--- config.mk ---
export PLATFORM = sky130hd
export DESIGN_NAME = seg_count_monitor
export DESIGN_NICKNAME = d
export VERILOG_FILES = /design/src/rtl/seg_count_monitor.sv
export SDC_FILE = /design/constraint.sdc
export NUM_CORES = 1
export LEC_CHECK = 0
export CAP_MARGIN = 20
export CORE_ASPECT_RATIO = 1.75
export CORE_MARGIN = 3
export CORE_UTILIZATION = 60
export CTS_CLUSTER_DIAMETER = 200
export DETAILED_ROUTE_END_ITERATION = 10
export PLACE_DENSITY = 0.84
export SETUP_SLACK_MARGIN = 0.2
export SLEW_MARGIN = 20
export SYNTH_ARGS = -nofsm -noshare
export SYNTH_HDL_FRONTEND = slang
export SYNTH_SLANG_ARGS = --single-unit
export TNS_END_PERCENT = 100
--- constraint.sdc ---
create_clock -name clkin -period 6.75 [get_ports clkin]
set_input_delay 2.025 -clock clkin [delete_from_list [all_inputs] [get_ports clkin]]
set_output_delay 2.025 -clock clkin [all_outputs]
set_load 0.005 [all_outputs]
--- src/rtl/seg_count_monitor.sv ---
// seg_count_monitor: decodes and glitch-filters a two-digit seven-segment link and checks its 00..99 count.
// Define SEG_ACTIVE_LOW_EN to invert both segment inputs for common-anode displays.
module seg_count_monitor #(
   parameter int STABLE_CYC = 2,
   parameter int ERR_W      = 8
) (
   input  logic             clkin,
   input  logic             rst,
   input  logic [6:0]       seg_one,
   input  logic [6:0]       seg_ten,
   input  logic             clr_err,
   output logic [3:0]       digit_one,
   output logic [3:0]       digit_ten,
   output logic             value_valid,
   output logic             locked,
   output logic             step_pulse,
   output logic             seq_err,
   output logic [ERR_W-1:0] err_cnt
);
   typedef enum logic {S_UNLOCKED, S_LOCKED} state_t;
   state_t           r_state, w_state_nx;
   logic [13:0]      w_raw, r_sample, r_acc;
   logic [3:0]       r_stab;
   logic             r_have;
   logic [4:0]       w_dec_one, w_dec_ten;
   logic             w_valid_pair, w_accept;
   logic [6:0]       w_cur, w_new, w_exp;
   logic [3:0]       r_one, r_ten, w_one_nx, w_ten_nx;
   logic             r_valid, w_valid_nx, r_step, w_step_nx, r_err, w_err_nx;
   logic [ERR_W-1:0] r_cnt;

   // returns {legal, digit}
   function automatic logic [4:0] seg_dec(input logic [6:0] s);
      case (s)
         7'h3F:   seg_dec = 5'h10;
         7'h06:   seg_dec = 5'h11;
         7'h5B:   seg_dec = 5'h12;
         7'h4F:   seg_dec = 5'h13;
         7'h66:   seg_dec = 5'h14;
         7'h6D:   seg_dec = 5'h15;
         7'h7D:   seg_dec = 5'h16;
         7'h07:   seg_dec = 5'h17;
         7'h7F:   seg_dec = 5'h18;
         7'h6F:   seg_dec = 5'h19;
         default: seg_dec = 5'h00;
      endcase
   endfunction

`ifdef SEG_ACTIVE_LOW_EN
   assign w_raw = ~{seg_ten, seg_one};
`else
   assign w_raw = {seg_ten, seg_one};
`endif

   assign w_dec_one    = seg_dec(r_sample[6:0]);
   assign w_dec_ten    = seg_dec(r_sample[13:7]);
   assign w_valid_pair = w_dec_one[4] & w_dec_ten[4];
   assign w_accept     = (r_stab >= 4'(STABLE_CYC)) && (!r_have || r_sample != r_acc);
   assign w_cur        = {3'd0, r_ten} * 7'd10 + {3'd0, r_one};
   assign w_new        = {3'd0, w_dec_ten[3:0]} * 7'd10 + {3'd0, w_dec_one[3:0]};
   assign w_exp        = (w_cur == 7'd99) ? 7'd0 : w_cur + 7'd1;

   always_comb begin
      w_state_nx = r_state;
      w_one_nx   = r_one;
      w_ten_nx   = r_ten;
      w_valid_nx = r_valid;
      w_step_nx  = 1'b0;
      w_err_nx   = 1'b0;
      if (w_accept && w_valid_pair) begin
         w_one_nx   = w_dec_one[3:0];
         w_ten_nx   = w_dec_ten[3:0];
         w_valid_nx = 1'b1;
         w_state_nx = S_LOCKED;
         w_step_nx  = (r_state == S_LOCKED) && (w_new == w_exp);
         w_err_nx   = (r_state == S_LOCKED) && (w_new != w_exp);
      end else if (w_accept) begin
         w_valid_nx = 1'b0;
         w_state_nx = S_UNLOCKED;
         w_err_nx   = (r_state == S_LOCKED);
      end
   end

   always_ff @(posedge clkin or negedge rst) begin
      if (!rst) begin
         r_state  <= S_UNLOCKED;
         r_sample <= '0;
         r_stab   <= '0;
         r_acc    <= '0;
         r_have   <= 1'b0;
         r_one    <= '0;
         r_ten    <= '0;
         r_valid  <= 1'b0;
         r_step   <= 1'b0;
         r_err    <= 1'b0;
         r_cnt    <= '0;
      end else begin
         r_state  <= w_state_nx;
         r_sample <= w_raw;
         r_stab   <= (w_raw != r_sample) ? 4'd1 : (r_stab == 4'hF) ? r_stab : r_stab + 4'd1;
         r_one    <= w_one_nx;
         r_ten    <= w_ten_nx;
         r_valid  <= w_valid_nx;
         r_step   <= w_step_nx;
         r_err    <= w_err_nx;
         // an unlock forgets the accepted pair so the next stable pair is taken fresh
         if (w_accept) begin
            r_acc  <= r_sample;
            r_have <= !(r_state == S_LOCKED && !w_valid_pair);
         end
         if (clr_err)
            r_cnt <= '0;
         else if (w_err_nx && r_cnt != '1)
            r_cnt <= r_cnt + ERR_W'(1);
      end
   end

   assign digit_one   = r_one;
   assign digit_ten   = r_ten;
   assign value_valid = r_valid;
   assign locked      = (r_state == S_LOCKED);
   assign step_pulse  = r_step;
   assign seq_err     = r_err;
   assign err_cnt     = r_cnt;
endmodule

==> reports/results.tsv <==
stage	metric	value	unit
critical_path	flop2flop setup slack	2.18	ns
cells_and_area	fillcell total	447	
global_route	initial antenna violation count	0	
yosys	Synth Instances	360	
sta	clock skew	0.00975	ns
min_path	worst hold stages	2	
drt	drt wl/cell	16.2	microns
die	# rows	36	
placed_design	GP Congestion	0.865	
job	max_cap viols	0	
critical_path	Critical R2R Capture	err_cnt[6]	
sta	Slew headroom	0.521	
yosys	count of different cell masters after synthesis	59	
critical_path	Critical Path Source Type	flip-flop	
critical_path	CP endpoint kind	flip-flop	
critical_path	Critical Path AT	4.76	ns
cts	# clock sinks	52	
critical_path	Worst Setup EP	err_cnt[6]	
yosys	Seq/Total Area, Yosys	0.374	
critical_path	r2r startpoint	r_sample[11]	
cts	Hold Buf Count CTS	0	
global_route	first-pass GRT wire length	13200	microns
cells_and_area	Reg area	0.00130	sq mm
cts	cts bufs inserted	5	
die	Die H	107	microns
sta	Worst Tran Pin Value	0.711	ns
yosys	Avg Inst Size Synth	9.68	sq um
cells_and_area	Antenna diodes	0	
cells_and_area	share of post-route cells with drive strength above 1	0.0853	
cts	Clk Latency, worst-skew pair	0.31	ns
yosys	Post-synth EDFFs	0	
placed_design	DP Wirelength	5680	microns
yosys	synth warn	0	
critical_path	Setup crit start	r_sample[11]	
cells_and_area	area delta synth->final	13.4	%
sta	Final Max Slew Viols	0	
global_route	number of global-route vias before repair	2934	
cells_and_area	multi-input logic area	0.00203	sq mm
drt	first drt pass iteration count	4	
cts	Clock H-tree levels	2	
cts	post_cts resized	0	
power	Static Leakage	1.73	nW
die	placeable core region	0.00559	sq mm
global_route	Total GRT Usage	0.243	
power	pwr dens	151	mW/mm^2
cells_and_area	design area	0.00395	sq mm
outcome	status	complete, no violations	
die	I/O pin count	37	
cts	CTS tree	built	
yosys	Synth async-reset ratio	1.00	
sta	hold violation count in the final report	0	
placed_design	placement-stage cell area	0.00384	sq mm
sta	# setup viols final	0	
critical_path	WS Path Type	flip-flop to flip-flop	
sta	Fmax	219	MHz
sta	setup TNS	0	ns
global_route	GR Overflow Total	0	
drt	via count	2795	
sta	final cycle utilization of the critical path	0.677	
critical_path	worst reg2reg path depth	14	
yosys	syn_nets	397	
min_path	worst hold path type	flip-flop to flip-flop	
yosys	mapped cell area	0.00348	sq mm
sta	RSZ-0062 raised after global routing	false	
cts	root buf cell	clkbuf_8	
die	starting density of the core	0.624	
cts	Max clock buf depth	2	
drt	1st-iter DRT viols	156	
critical_path	CP max FO	15	
drt	DRC	0	
drt	Via density	6.04	
sta	minimum clock period after layout	4.57	ns
die	Die Area	0.00679	sq mm
yosys	FF+latch count, synth	52	
cells_and_area	nets	423	
yosys	prevailing post-synth register cell	dfrtp_1	
cts	CTS clk-pin slew, worst paths	0.09	ns
critical_path	CP required	6.95	ns
drt	post-route ant nets	0	
power	maximum vdd drop	0.165	mV
placed_design	IO Port Bufs	36	
die	die width	63.6	microns
drt	Routed Wire Length	7520	microns
global_route	largest net degree at the start of global routing	53	
cts	setup bufs post-CTS	0	
[through the flow]
stage	utilization	hold slack, ns	setup slack [ns]	total power [W]	instances
after detailed placement	0.687	0.488	2.27	0.000386	455
after global routing	0.707	0.531	1.80	0.000619	463
after floorplan	-	0.467	2.75	0.000364	360
after CTS	0.707	0.513	2.21	0.000603	463
final	0.707	0.507	2.18	0.000597	463
after global placement	0.687	0.477	2.41	0.000385	455
[cell type report]
cell class / instances / share of cell area
Tap cell: 76 / 0.0241
Multi-Input combinational cell: 280 / 0.514
Timing Repair Buffer: 39 / 0.0956
Clock inverter: 3 / 0.0117
Clock buffer: 5 / 0.0174
Sequential cell: 52 / 0.329
Inverter: 8 / 0.00760
[critical path: stages, from the launching register on]
cell       delay, ns
dfrtp_1         0.61
xor2_1          0.23
a31oi_1         0.16
o31ai_4         0.36
ha_1            0.29
ha_1            0.23
fa_1            0.56
nand2_1         0.06
a21oi_1         0.14
xnor3_1         0.29
xnor3_1         0.30
nand2_1         0.10
a2111oi_4       0.67
nor4_1          0.16
mux2_2          0.30
[power breakdown]
group	switching (W)	internal (W)
Clock	0.000104	0.000112
Sequential	0.0000150	0.000316
Combinational	0.0000255	0.0000243
[sequential cells by signal, indices dropped and copies added, names as in the netlist]
register and flops:
r_stab 4, value_valid 1, r_acc 14, seq_err 1, digit_one 4, r_sample 14, r_have 1, step_pulse 1
digit_ten 4, err_cnt 8
[cells in the mapped netlist (2+ instances only)]
library cell	instances	area share
buf_6	2	0.0065
ha_1	16	0.057
xnor3_1	2	0.013
buf_4	5	0.011
xnor2_1	28	0.070
inv_1	8	0.0086
or4_1	5	0.011
buf_2	9	0.013
mux2_2	9	0.029
nor4_1	7	0.013
nand2_1	52	0.056
clkbuf_1	3	0.0032
or3_1	5	0.0090
nor2_1	14	0.015
a21o_1	6	0.013
a21oi_1	15	0.022
dfrtp_1	52	0.37
nor3b_1	3	0.0065
nor4b_2	2	0.0086
o211ai_1	3	0.0065
nand3_1	19	0.027
nand4_1	7	0.013
o31ai_1	5	0.011
o21ai_0	9	0.013
nor3_1	5	0.0072
a32oi_1	3	0.0075
xor2_1	16	0.040
nor2b_1	6	0.011
a31oi_1	4	0.0072
and2_1	3	0.0054
a211oi_1	3	0.0065
and3_1	4	0.0072
fa_1	4	0.023
[layer usage]
| metal | track usage | share of wire | wire (microns) |
|---|---|---|---|
| met4 | 0.128 | 0.048 | 364 |
| met1 | 0.255 | 0.37 | 2780 |
| met3 | 0.0314 | 0.027 | 201 |
| met2 | 0.459 | 0.56 | 4170 |
| met5 | 0 | 0 | 0 |
[logic make-up (layout without fill, tap and decap cells)]
kind of cell / after synthesis / in the layout / share of synthesized area
compound gates: 60 / 60 / 0.125
xor+xnor: 46 / 46 / 0.124
fa+ha+maj: 20 / 20 / 0.0805
buf+inv: 28 / 55 / 0.0431
flops: 52 / 52 / 0.374
mux: 10 / 10 / 0.0334
simple gates: 144 / 144 / 0.221
[how the worst min path moves through the flow]
stage / start / to / slack [ns]
after floorplan: r_acc[10] / r_acc[10] / 0.47
after global placement: r_acc[10] / r_acc[10] / 0.48
after detailed placement: r_acc[12] / r_acc[12] / 0.49
after CTS: r_acc[12] / r_acc[12] / 0.51
after global routing: r_acc[12] / r_acc[12] / 0.53
final: r_acc[7] / r_acc[7] / 0.51
[cell usage in the layout (no fill, tap or decap), types with 8 or more instances in the layout]
cell type / count
a21oi_1: 15
clkdlybuf4s50_1: 35
dfrtp_1: 52
ha_1: 16
inv_1: 8
mux2_2: 9
nand2_1: 52
nand3_1: 19
nor2_1: 14
o21ai_0: 9
xnor2_1: 28
xor2_1: 16
No activity file was read; power rests on OpenSTA's default activity.
